## config.mk

```make
export PLATFORM = sky130hd
export DESIGN_NAME = mem_access_unit
export DESIGN_NICKNAME = d
export VERILOG_FILES = /design/src/rtl/mem_access_unit.sv
export SDC_FILE = /design/constraint.sdc
export NUM_CORES = 1
export LEC_CHECK = 0
export BUFFER_PORTS_ARGS = -buffer_cell sky130_fd_sc_hd__buf_2
export CAP_MARGIN = 10
export CORE_MARGIN = 1.5
export CORE_UTILIZATION = 40
export DETAILED_ROUTE_END_ITERATION = 7
export PLACE_DENSITY = 0.7
export SLEW_MARGIN = 10
export SYNTH_ARGS = -nofsm -noshare
export SYNTH_HDL_FRONTEND = slang
export SYNTH_SLANG_ARGS = --single-unit
```

## constraint.sdc

```tcl
create_clock -name clk -period 4 [get_ports clk]
set_clock_uncertainty 0.05 [all_clocks]
set_input_delay 0.2 -clock clk [delete_from_list [all_inputs] [get_ports clk]]
set_output_delay 0.2 -clock clk [all_outputs]
set_load 0.01 [all_outputs]
```

## src/rtl/mem_access_unit.sv

```systemverilog
// Load/store initiator: one CPU access in, one word-wide memory request out, one response back.
// Latency: error 1 cycle, store 2 cycles, load 3 cycles from accept (no stalls); one access in flight.
// Backpressure: req_ready only in IDLE; mem_req held until mem_gnt; resp_valid held until resp_ready.
module mem_access_unit #(
    parameter int unsigned DM_BYTES = 4096
) (
    input  logic        clk,
    input  logic        reset,
    input  logic        req_valid,
    output logic        req_ready,
    input  logic        req_we,
    input  logic        req_signed,
    input  logic [2:0]  req_bytes,
    input  logic [31:0] req_addr,
    input  logic [31:0] req_wdata,
    output logic        mem_req,
    input  logic        mem_gnt,
    output logic        mem_we,
    output logic [31:0] mem_addr,
    output logic [3:0]  mem_be,
    output logic [31:0] mem_wdata,
    input  logic        mem_rvalid,
    input  logic [31:0] mem_rdata,
    output logic        resp_valid,
    input  logic        resp_ready,
    output logic [31:0] resp_rdata,
    output logic        resp_err
);

    localparam logic [1:0] IDLE = 2'd0;
    localparam logic [1:0] REQ  = 2'd1;
    localparam logic [1:0] WAIT = 2'd2;
    localparam logic [1:0] RESP = 2'd3;

    logic [1:0]  state;
    logic        we_q;
    logic        signed_q;
    logic [2:0]  bytes_q;
    logic [31:0] addr_q;
    logic [31:0] wdata_q;
    logic [31:0] rdata_q;
    logic        err_q;

    logic        size_ok;
    logic        align_ok;
    logic        range_ok;
    logic        req_err;
    logic [32:0] limit;

    // 33-bit compare so addresses near 2^32 cannot wrap into range
    always_comb begin
        size_ok  = (req_bytes == 3'd1) || (req_bytes == 3'd2) || (req_bytes == 3'd4);
        align_ok = !(((req_bytes == 3'd2) && req_addr[0]) ||
                     ((req_bytes == 3'd4) && (req_addr[1:0] != 2'b00)));
        limit    = 33'(DM_BYTES) - {30'd0, req_bytes};
        range_ok = ({1'b0, req_addr} <= limit);
        req_err  = !(size_ok && align_ok && range_ok);
    end

    logic [3:0]  be_c;
    logic [31:0] wd_c;
    logic [7:0]  byte_sel;
    logic [15:0] half_sel;
    logic [31:0] ld_data;

    always_comb begin
        case (bytes_q)
            3'd1: begin
                be_c = 4'b0001 << addr_q[1:0];
                wd_c = {4{wdata_q[7:0]}};
            end
            3'd2: begin
                be_c = 4'b0011 << addr_q[1:0];
                wd_c = {2{wdata_q[15:0]}};
            end
            default: begin
                be_c = 4'b1111;
                wd_c = wdata_q;
            end
        endcase
    end

    // halfword accesses are always 2-byte aligned here, so addr[1] picks the half
    always_comb begin
        byte_sel = mem_rdata[{addr_q[1:0], 3'b000} +: 8];
        half_sel = addr_q[1] ? mem_rdata[31:16] : mem_rdata[15:0];
        case (bytes_q)
            3'd1:    ld_data = {{24{signed_q & byte_sel[7]}}, byte_sel};
            3'd2:    ld_data = {{16{signed_q & half_sel[15]}}, half_sel};
            default: ld_data = mem_rdata;
        endcase
    end

    always_ff @(posedge clk or negedge reset) begin
        if (!reset) begin
            state    <= IDLE;
            we_q     <= 1'b0;
            signed_q <= 1'b0;
            bytes_q  <= 3'd0;
            addr_q   <= 32'd0;
            wdata_q  <= 32'd0;
            rdata_q  <= 32'd0;
            err_q    <= 1'b0;
        end else begin
            case (state)
                IDLE: begin
                    if (req_valid) begin
                        we_q     <= req_we;
                        signed_q <= req_signed;
                        bytes_q  <= req_bytes;
                        addr_q   <= req_addr;
                        wdata_q  <= req_wdata;
                        rdata_q  <= 32'd0;
                        err_q    <= req_err;
                        state    <= req_err ? RESP : REQ;
                    end
                end
                REQ: begin
                    if (mem_gnt) begin
                        state <= we_q ? RESP : WAIT;
                    end
                end
                WAIT: begin
                    if (mem_rvalid) begin
                        rdata_q <= ld_data;
                        state   <= RESP;
                    end
                end
                RESP: begin
                    if (resp_ready) begin
                        state <= IDLE;
                    end
                end
                default: state <= IDLE;
            endcase
        end
    end

    // memory-side outputs are driven only while the request is on the bus
    always_comb begin
        req_ready  = (state == IDLE);
        mem_req    = (state == REQ);
        mem_we     = mem_req & we_q;
        mem_addr   = mem_req ? {addr_q[31:2], 2'b00} : 32'd0;
        mem_be     = mem_req ? be_c : 4'b0000;
        mem_wdata  = mem_req ? wd_c : 32'd0;
        resp_valid = (state == RESP);
        resp_rdata = rdata_q;
        resp_err   = err_q;
    end

endmodule

```

==> results by group <==
Logic synthesis
  – Avg Cell Area, Syn: 9.82 sq um
  – Adder-cell share of the synthesized area: 0.0433
  – Largest family of logic cells by synthesized area: simple AND/OR/NAND/NOR gates
  – Mapped Area: 5720 sq um
  – Netlist cell types: 54
  – Synth Instances: 582
  – Post-synth EDFFs: 0
  – Synthesized flop and latch total: between 100 and 150
  – YS warnings: 0
  – Mux cell area share after synthesis: 0.149
  – Top FF cell, synth: dfrtp_1
  – Synth Area in XOR/XNOR: 0
  – Ys async rst share: 1.00
  – Seq/Total Area, Yosys: 0.455
  – Simple-Gate Fraction of Synth Area: 0.171
  – Synth Area in Compound Gates: 0.144

Floorplanning
  – Die ar.: between 15000 and 20000 sq um
  – Core area: between 10000 and 15000 sq um
  – Starting density of the core: 0.410
  – Width of the die: between 100 and 150 microns
  – IO Count: approximately 210
  – Row Count: 43
  – Die Height: ~120 microns

Power
  – Worst ir drop on vdd: 267 uV
  – Pleak: between 3 and 4 nW
  – Pwr dens: 746 nW/um^2

Route
  – DRT antenna net count: 0
  – Routed len/inst: approximately 16 microns
  – DR pass1 iterations: 4
  – Vias per Instance: approximately 5.3
  – Via Count: approximately 5000
  – Initial DRC count: between 200 and 300
  – WL final: ~16000 microns
  – # DRC: 0

STA
  – Max Freq: 0.375 GHz
  – Min Tclk post-route: ~2.7 ns
  – Unrepaired setup endpoints after global routing: no
  – Fin crit share: 0.667
  – Max Slew Vio Count: 0
  – Relative slew slack: 0.238
  – # setup viols final: 0
  – Setup TNS: 0 ns
  – Worst-Margin Slew: 1.14 ns
  – Final Hold Violating Endpoints: 0

Min path
  – Worst min path class: in -> reg

Worst setup path
  – CP required: ~3.8 ns
  – Startpoint types: flop
  – Critical Path End Type: primary output
  – Critical path arrival: 2.42 ns
  – Critical path class: reg -> out
  – R2R setup slack: 1.37 ns
  – Critical Path Fanout Max: slightly above 40

GRT
  – First-pass GRT wire length: 24800 microns
  – Remaining Overflow, GRT: 0
  – Global-route usage over all layers: 0.211
  – Initial antenna violation count: 1
  – Largest net degree at the start of global routing: 76
  – Vias in the first global route: 4823

Run
  – Max cap viols: 0

Clocking
  – Clock slew at reported path FFs: about 0.08 ns
  – Setup Buffers After CTS: 0
  – Clock buffer depth: 2
  – Root buf cell: clkbuf_16
  – CTS H-tree depth: 3
  – Clock sink count: about 100
  – CTS Buf Count: 9
  – CTS tree: built
  – Worst skew pair latency: 0.35 ns

Placement
  – Post-Place Cells: between 900 and 1000
  – Port bufs: 209
  – Hpwl dp: 11600 microns
  – Placer Congestion: about 0.80

Final layout
  – Most common cell after layout, fill and taps aside: buf_2
  – Fin nets: 900
  – Share of layout cells above drive strength 1: 0.413
  – Finished Layout Cells: ~960
  – Area delta synth->final: 26.1%
  – Antenna diodes: 0
  – Most frequent cells in the layout: buf_2, dfrtp_1, nand2_1

Status
  – Status: completed
-- logic make-up (layout without fill, tap and decap cells) --
logic type,after synthesis,count (layout)
compound gates,134,134
fa+ha+maj,20,20
buf+inv,48,244
flops,104,104
mux,75,75
other cells,1,2
simple gates,200,200
-- per-layer routing --
layer,global-route usage,share of wire,up-vias
met5,0,0.00076,-
met4,0.0618,0.013,2
met3,0.0562,0.078,19
met2,0.337,0.46,196
met1,0.282,0.45,2444
li1,-,-,2424
-- registers in the layout, indices dropped and copies added, names as in the netlist --
register    flops
wdata_q        32
bytes_q         3
resp_err        1
signed_q        1
addr_q         32
resp_rdata     32
we_q            1
state           2
-- power by group --
group / total, mW / switching (mW) / leakage, nW / internal [mW]
Sequential: 1.87 / 0.315 / 1.29 / 1.56
Clock: 0.927 / 0.416 / 0.150 / 0.511
Combinational: 2.58 / 1.47 / 2.19 / 1.11
Total: 5.38 / 2.20 / 3.62 / 3.18
-- critical path: stages (launching register included) --
cell and delay [ns]:
dfrtp_1 0.44, nor3b_2 0.76, nor2_4 0.11, buf_4 0.31, nand2_1 0.12, a31oi_1 0.10
buf_2 0.20
-- cells in the mapped netlist, types with 3 or more instances --
cell type / instances / area (sq um)
dfrtp_1: 104 / 2600
nor2_1: 19 / 71.3
a21oi_1: 45 / 225
mux2i_1: 5 / 50.1
inv_1: 11 / 41.3
nor4_1: 3 / 18.8
nand2b_1: 4 / 25.0
mux2_2: 69 / 777
buf_2: 5 / 25.0
o21ai_0: 37 / 185
ha_1: 19 / 238
nand2_1: 102 / 383
a31oi_1: 14 / 87.6
and2_1: 42 / 263
a22o_1: 3 / 26.3
clkbuf_1: 26 / 97.6
o221ai_1: 4 / 35.0
a221oi_1: 7 / 61.3
nor3_1: 9 / 45.0
o21ai_2: 10 / 87.6
-- metrics by stage --
stage                     worst slack [ns]   util  hold WS [ns]  cell area [sq um]  power (mW)
final                                 1.33  0.517        0.0278               7210        5.38
after floorplan                       1.81      -        -0.146               5720        3.59
after global routing                  1.13  0.517       0.00786               7210        5.82
after detailed placement              1.36  0.494        0.0954               6890        4.49
after global placement                1.38  0.494         0.100               6890        4.44
after CTS                             1.30  0.517        0.0131               7210        5.44
-- cell type report --
cell class / count / area (sq um)
Fill cell: 1323 / 6730
Multi-Input combinational cell: 431 / 2920
Timing Repair Buffer: 217 / 1110
Sequential cell: 104 / 2600
Clock inverter: 6 / 72.6
Tap cell: 180 / 225
Clock buffer: 10 / 239
Inverter: 11 / 41.3
-- worst paths after layout --
kind / start / endpoint / cells past startpoint
max in group asynchronous: reset / addr_q[0] / 3
min in group asynchronous: reset / resp_rdata[1] / 2
worst min register to register: resp_rdata[2] / resp_rdata[2] / 2
worst max-delay path: bytes_q[2] / mem_wdata[30] / 6
worst max register to register: bytes_q[2] / resp_rdata[27] / 5
worst min-delay path: req_wdata[24] / wdata_q[24] / 2
-- timing repair --
item | 4_1_cts | 5_1_grt
endpoints found under the hold margin | 26 | 0
hold buffers | 1 | 0
resized for setup | 0 | 0
(Power assumes the default switching activity.)
